<file path="src/rtl/filter_ctrl_pkg.sv">
// Shared types and constant kernels for the filter mode controller.
package filter_ctrl_pkg;

    typedef enum logic [2:0] {
        BYPASS  = 3'd0,
        THRESH  = 3'd1,
        BRIGHT  = 3'd2,
        SOBEL_X = 3'd3,
        SOBEL_Y = 3'd4,
        SHARPEN = 3'd5
    } mode_e;

    typedef logic signed [7:0] kernel_t [0:2][0:2];

    localparam kernel_t K_IDENTITY = '{'{8'sd0, 8'sd0, 8'sd0},
                                       '{8'sd0, 8'sd1, 8'sd0},
                                       '{8'sd0, 8'sd0, 8'sd0}};
    localparam kernel_t K_SOBEL_X  = '{'{-8'sd1, 8'sd0, 8'sd1},
                                       '{-8'sd2, 8'sd0, 8'sd2},
                                       '{-8'sd1, 8'sd0, 8'sd1}};
    localparam kernel_t K_SOBEL_Y  = '{'{-8'sd1, -8'sd2, -8'sd1},
                                       '{ 8'sd0,  8'sd0,  8'sd0},
                                       '{ 8'sd1,  8'sd2,  8'sd1}};
    localparam kernel_t K_SHARPEN  = '{'{ 8'sd0, -8'sd1,  8'sd0},
                                       '{-8'sd1,  8'sd5, -8'sd1},
                                       '{ 8'sd0, -8'sd1,  8'sd0}};

    // Wrapping increment; any out-of-range index also wraps to 0.
    function automatic logic [2:0] next_mode(input logic [2:0] cur,
                                             input int unsigned num_modes);
        if ({29'd0, cur} + 32'd1 >= num_modes)
            return '0;
        return cur + 3'd1;
    endfunction

endpackage

</file>
<file path="src/rtl/filter_mode_controller_debounce.sv">
// Push-button synchroniser and debounce FSM; one press pulse per physical press.
module button_debounce #(
    parameter int unsigned DEBOUNCE_CYCLES = 250000
) (
    input  logic clk,
    input  logic reset,
    input  logic key_n,
    output logic press
);

    localparam int unsigned CW = (DEBOUNCE_CYCLES > 2) ? $clog2(DEBOUNCE_CYCLES) : 1;
    localparam logic [CW-1:0] LOAD = CW'(DEBOUNCE_CYCLES - 1);

    localparam logic [1:0] IDLE         = 2'd0;
    localparam logic [1:0] PRESS_WAIT   = 2'd1;
    localparam logic [1:0] HELD         = 2'd2;
    localparam logic [1:0] RELEASE_WAIT = 2'd3;

    logic [1:0]    state;
    logic [CW-1:0] cnt;
    logic          sync1;
    logic          key_s;

    // The entry sample counts as the first stable cycle, hence LOAD = N-1.
    always_ff @(posedge clk) begin
        if (!reset) begin
            sync1 <= 1'b1;
            key_s <= 1'b1;
            state <= IDLE;
            cnt   <= '0;
            press <= 1'b0;
        end else begin
            sync1 <= key_n;
            key_s <= sync1;
            press <= 1'b0;
            case (state)
                IDLE: begin
                    if (!key_s) begin
                        cnt   <= LOAD;
                        state <= PRESS_WAIT;
                    end
                end
                PRESS_WAIT: begin
                    if (key_s) begin
                        state <= IDLE;
                    end else if (cnt <= CW'(1)) begin
                        press <= 1'b1;
                        state <= HELD;
                    end else begin
                        cnt <= cnt - 1'b1;
                    end
                end
                HELD: begin
                    if (key_s) begin
                        cnt   <= LOAD;
                        state <= RELEASE_WAIT;
                    end
                end
                RELEASE_WAIT: begin
                    if (!key_s) begin
                        state <= HELD;
                    end else if (cnt <= CW'(1)) begin
                        state <= IDLE;
                    end else begin
                        cnt <= cnt - 1'b1;
                    end
                end
                default: state <= IDLE;
            endcase
        end
    end

endmodule

</file>
<file path="src/rtl/filter_mode_controller.sv">
// Frame-synchronous display mode sequencer for the pixel filter pipeline.
// Optional beat-driven auto advance: define FILTER_AUTO_CYCLE_EN.
import filter_ctrl_pkg::*;

module filter_mode_controller #(
    parameter int unsigned DEBOUNCE_CYCLES = 250000,
    parameter int unsigned NUM_MODES       = 6,
    parameter int unsigned BEATS_PER_MODE  = 8
) (
    input  logic              clk,
    input  logic              reset,
    input  logic              mode_key_n,
    input  logic              vsync,
    input  logic              beat_pulse,
    output logic              thresh_en,
    output logic              bright_en,
    output logic              adsr_en,
    output logic signed [7:0] k11,
    output logic signed [7:0] k12,
    output logic signed [7:0] k13,
    output logic signed [7:0] k21,
    output logic signed [7:0] k22,
    output logic signed [7:0] k23,
    output logic signed [7:0] k31,
    output logic signed [7:0] k32,
    output logic signed [7:0] k33,
    output logic [2:0]        mode_idx,
    output logic              commit_pulse
);

    logic       press_btn;
    logic       press_any;
    logic       vsync_q;
    logic       beat_q;
    logic       frame_start;
    logic [2:0] pending_mode;
    kernel_t    kern;

    button_debounce #(.DEBOUNCE_CYCLES(DEBOUNCE_CYCLES)) u_debounce (
        .clk   (clk),
        .reset (reset),
        .key_n (mode_key_n),
        .press (press_btn)
    );

    assign frame_start = vsync & ~vsync_q;

`ifdef FILTER_AUTO_CYCLE_EN
    localparam int unsigned BW = (BEATS_PER_MODE > 1) ? $clog2(BEATS_PER_MODE) : 1;

    logic [BW-1:0] beat_cnt;
    logic          beat_rise;
    logic          auto_press;

    assign beat_rise  = beat_pulse & ~beat_q;
    assign auto_press = beat_rise && (beat_cnt == BW'(BEATS_PER_MODE - 1));

    always_ff @(posedge clk) begin
        if (!reset) begin
            beat_cnt <= '0;
        end else if (beat_rise) begin
            beat_cnt <= auto_press ? '0 : beat_cnt + 1'b1;
        end
    end

    // A coincident button press and auto press still advance by one.
    assign press_any = press_btn | auto_press;
`else
    logic unused_beats;
    assign unused_beats = ^BEATS_PER_MODE;
    assign press_any    = press_btn;
`endif

    // Non-blocking update means a same-cycle press is not seen by the commit.
    always_ff @(posedge clk) begin
        if (!reset) begin
            vsync_q      <= 1'b1;
            beat_q       <= 1'b0;
            pending_mode <= '0;
            mode_idx     <= '0;
            commit_pulse <= 1'b0;
        end else begin
            vsync_q      <= vsync;
            beat_q       <= beat_pulse;
            commit_pulse <= 1'b0;
            if (press_any)
                pending_mode <= next_mode(pending_mode, NUM_MODES);
            if (frame_start && (pending_mode != mode_idx)) begin
                mode_idx     <= pending_mode;
                commit_pulse <= 1'b1;
            end
        end
    end

    always_ff @(posedge clk) begin
        if (!reset) begin
            thresh_en <= 1'b0;
            bright_en <= 1'b0;
            adsr_en   <= 1'b0;
            kern      <= K_IDENTITY;
        end else begin
            thresh_en <= (mode_idx == THRESH);
            bright_en <= (mode_idx == BRIGHT);
            adsr_en   <= beat_q && (mode_idx != 3'd0);
            case (mode_idx)
                SOBEL_X: kern <= K_SOBEL_X;
                SOBEL_Y: kern <= K_SOBEL_Y;
                SHARPEN: kern <= K_SHARPEN;
                default: kern <= K_IDENTITY;
            endcase
        end
    end

    assign k11 = kern[0][0];
    assign k12 = kern[0][1];
    assign k13 = kern[0][2];
    assign k21 = kern[1][0];
    assign k22 = kern[1][1];
    assign k23 = kern[1][2];
    assign k31 = kern[2][0];
    assign k32 = kern[2][1];
    assign k33 = kern[2][2];

endmodule
</file>
<file path="config.mk">
export PLATFORM = sky130hd
export DESIGN_NAME = filter_mode_controller
export DESIGN_NICKNAME = d
export VERILOG_FILES = /design/src/rtl/filter_ctrl_pkg.sv /design/src/rtl/filter_mode_controller_debounce.sv /design/src/rtl/filter_mode_controller.sv
export SDC_FILE = /design/constraint.sdc
export NUM_CORES = 1
export LEC_CHECK = 0
export BUFFER_PORTS_ARGS = -buffer_cell sky130_fd_sc_hd__buf_2
export CAP_MARGIN = 10
export CORE_MARGIN = 10
export CORE_UTILIZATION = 46
export CTS_BUF_LIST = sky130_fd_sc_hd__clkbuf_2 sky130_fd_sc_hd__clkbuf_4 sky130_fd_sc_hd__clkbuf_8
export CTS_CLUSTER_DIAMETER = 80
export DETAILED_ROUTE_END_ITERATION = 16
export PLACE_DENSITY = 0.75
export SETUP_SLACK_MARGIN = 0.3
export SYNTH_ARGS = -nofsm -noshare
export SYNTH_HDL_FRONTEND = slang
export SYNTH_SLANG_ARGS = --single-unit
</file>
<file path="constraint.sdc">
create_clock -name clk -period 3.5 [get_ports clk]
set_clock_uncertainty 0.05 [all_clocks]
set_input_delay 0.525 -clock clk [delete_from_list [all_inputs] [get_ports clk]]
set_output_delay 0.525 -clock clk [all_outputs]
set_load 0.01 [all_outputs]
</file>
==> implementation parameters <==
Parameter                              Value

Run status
  Status ... finished clean

Power
  Sw frac ... 0.295
  P_leak ... approximately 1.2 nW
  Design internal power ... roughly 700 uW
  Overall power consumption ... 988 uW
  Share of total power in combinational logic ... 0.152
  Proportion of power drawn by flip-flops and latches ... 0.521
  Power spent charging and discharging nets ... 292 uW
  Clock power share ... 0.327
  Worst IR Drop VDD ... 321 uV
  Power density over cell area ... 413 nW/um^2

Synth
  Post-Synth Adder-Cell Area ... 0.0214
  Number of enable-type register cells in the synthesized netlist ... 0
  #FFs+latches synth ... between 40 and 50
  Basic-gate share of the synthesized area counting and, or, nand and nor cells ... 0.198
  Mean post-synth cell area ... 8.79 sq um
  Area of the mapped netlist ... 2340 sq um
  Largest area contributor in the netlist ... sky130_fd_sc_hd__dfxtp_1
  Complex-gate fraction of the synthesized area ... 0.109
  Cell types with the largest area share after synthesis ... sky130_fd_sc_hd__dfxtp_1 (36%), sky130_fd_sc_hd__buf_4 (21%), sky130_fd_sc_hd__nor2_1 (3.4%), sky130_fd_sc_hd__xor2_1 (3.0%), sky130_fd_sc_hd__ha_1 (2.1%)
  Number of standard cells after synthesis ... approximately 270
  Xor and xnor area share after synthesis ... 0.0487
  Share of cell area taken by muxes after synthesis ... 0.0262
  Yosys warns ... 0
  Combinational family with the most area after synthesis ... buffers and inverters
  Top post-synthesis cells by count ... sky130_fd_sc_hd__buf_4 (66), sky130_fd_sc_hd__dfxtp_1 (42), sky130_fd_sc_hd__nor2_1 (21)
  Part of the Yosys area used for sequential elements ... 0.360
  Number of distinct library cells after synthesis ... 49
  Library cell with the highest instance count after synthesis ... sky130_fd_sc_hd__buf_4
  Proportion of netlist area held by the largest area contributor ... 0.360
  Synth async-reset ratio ... 0
  Primary flip-flop cell chosen by synthesis mapping ... sky130_fd_sc_hd__dfxtp_1

Clock tree
  Clock net sink count ... 42
  Postcts setup bufs ... 0
  Clk pin slew, worst setup/hold paths ... 0.09 ns
  CTS tree ... built
  Root buf cell ... sky130_fd_sc_hd__clkbuf_8
  Post-cts hold buffer count ... 0
  Clk Latency, worst-skew pair ... 0.30 ns
  Cts bufs inserted ... 5
  PostCTS Resize Cnt ... 0
  Deepest clock path buffer count ... 2
  Level count of the clock H-tree ... 2

Drt
  Total routed wirelength ... roughly 5000 um
  Number of design-rule violations left by the first detailed-router iteration ... 110
  Average routed wire per standard cell ... 14.2 um
  DRC ... 0
  First-pass iteration count of the detailed router ... 4
  Routed via count divided by cell count ... 5.12
  Final ANT Viol Nets ... 0
  Via count ... between 1500 and 2000

Timing
  Final worst-path cycle share ... 0.653
  Slew at the pin closest to its max-slew limit ... 0.741 ns
  Final-layout setup total negative slack ... 0 ns
  Total count of hold-check failures in the final report ... 0
  Max Transition Viols Final ... 0
  Final setup violation count ... 0
  Post-layout min period ... between 2 and 2.5 ns
  Headroom to the max-slew limit ... 0.501
  Peak Freq ... 438 MHz
  RSZ-0062 raised after global routing ... false

Critical path
  Req. time, crit path ... 3.63 ns
  Largest fanout on the critical path ... 8
  Class of the most critical setup path ... reg -> reg
  Critical path endpoint category ... flip-flop
  Data arrival at the endpoint of the critical path ... between 2 and 2.5 ns
  Type of element launching the critical path ... flip-flop

GRT
  Pin count of the biggest net entering global routing ... 18
  Routing usage on met2 ... 0.196
  Total gr overflow ... 0
  Global Route Usage Sum ... 0.117
  GR Util met1 ... 0.119
  Most Crowded Layer GR ... met2
  Global-route wire length before repair ... a little over 8000 um
  Vias in the first global route ... 1699
  Antenna violations before repair ... 0
  GR met3 Demand/Resource ... 0.0658

Cells and area
  Area added between synthesis and finish ... 2.19%
  # nets final ... 292
  Area of all placed cells without fillers ... 2390 sq um
  Number of antenna cells inserted ... 0
  Layout fillers ... 481
  Fraction of final layout cells sized beyond drive strength 1 ... 0.306

Die
  Die Y ... between 90 and 100 um
  FP Rows ... 25
  IO Pins ... between 80 and 90
  Initial standard-cell utilization of the core ... 0.485
  Die area ... approximately 8300 sq um
  Core ar. ... 4820 sq um
  DIE WIDTH ... 91.3 um

Placement
  Detailed placement HPWL ... 3880 um
  Count of input and output buffers ... 70
  Post-DP Area ... 2300 sq um
  Final GP Congestion ... 0.897

Flow run
  Maximum capacitance violations ... 0

Min path
  Worst hold path type ... reg -> reg
sequential cells by signal (all words and copies together) (netlist names), 2 cells and up, named ones only:
name            count
k12                 2
mode_idx            3
pending_mode        3
u_debounce.cnt     18
metrics by stage:
stage | setup WS [ns] | util | hold slack [ns] | instances
after floorplan | 1.45 | - | 0.336 | 278
after CTS | 1.27 | 0.496 | 0.355 | 351
after detailed placement | 1.26 | 0.477 | 0.349 | 343
final | 1.22 | 0.496 | 0.358 | 351
after global placement | 1.34 | 0.477 | 0.346 | 343
after global routing | 1.01 | 0.496 | 0.353 | 351
critical path: stages (launching register included):
cell and delay, ns:
sky130_fd_sc_hd__dfxtp_1 0.38, sky130_fd_sc_hd__nor4_1 0.69, sky130_fd_sc_hd__nand4_1 0.40, sky130_fd_sc_hd__o2111ai_1 0.39
sky130_fd_sc_hd__xor2_1 0.19, sky130_fd_sc_hd__nor2_1 0.06
cell families after synthesis:
kind of cell	count (synthesis)
AOI/OAI and AO/OA	36
xor gates and xnor gates	13
adders and majority gates	4
buffers and inverters	79
DFF	42
muxes	6
other	1
and+or+nand+nor	85
power by group through the flow:
| stage | Clock (mW) | Combinational, mW | Sequential (mW) |
|---|---|---|---|
| after floorplan | 0 | 0.139 | 0.521 |
| after global placement | 0 | 0.142 | 0.525 |
| after detailed placement | 0 | 0.144 | 0.526 |
| after CTS | 0.334 | 0.146 | 0.515 |
| after global routing | 0.357 | 0.167 | 0.518 |
| final | 0.323 | 0.150 | 0.515 |
layout make-up:
type                       count  area (sq um)  share of cell area
multi-input combinational    157           991               0.415
sequential                    42           841               0.352
timing repair buffer          71           358               0.150
tap                           67          83.8              0.0351
clock buffer                   5          68.8              0.0288
clock inverter                 3          25.0              0.0105
inverter                       6          22.5             0.00942
layout by cell type (no fill, tap or decap), drive strengths merged, types with 3 or more instances in the layout:
cell    synthesis  final
buf            68     71
dfxtp          42     42
nor2           21     21
nand2          13     13
conb            1     13
a21oi           8      8
xor2            8      8
nor3            7      7
inv             5      6
o21ai           6      6
nand2b          5      5
nand4           5      5
xnor2           5      5
mux2i           5      5
clkbuf          5      5
nor4            5      5
or4             5      5
nor2b           4      4
or3             4      4
and3            4      4
and2            4      4
ha              4      4
nand3           3      3
metal layers:
layer / part of all wire / up-vias
li1: - / 878
met1: 0.37 / 807
met2: 0.46 / 102
met3: 0.15 / 9
met4: 0.013 / 0
met5: 0 / -
worst paths after layout:
path                                                      start  cells after the start  slack (ns)                              to
worst max register to register  u_debounce.cnt[13]$_SDFFE_PN0P_                      5        1.22  u_debounce.cnt[4]$_SDFFE_PN0P_
worst min-delay path                u_debounce.sync1$_SDFF_PN1_                      1        0.36     u_debounce.key_s$_SDFF_PN1_
worst min register to register      u_debounce.sync1$_SDFF_PN1_                      1        0.36     u_debounce.key_s$_SDFF_PN1_
worst max-delay path            u_debounce.cnt[13]$_SDFFE_PN0P_                      5        1.22  u_debounce.cnt[4]$_SDFFE_PN0P_
Power figures use the tool's default switching activity.
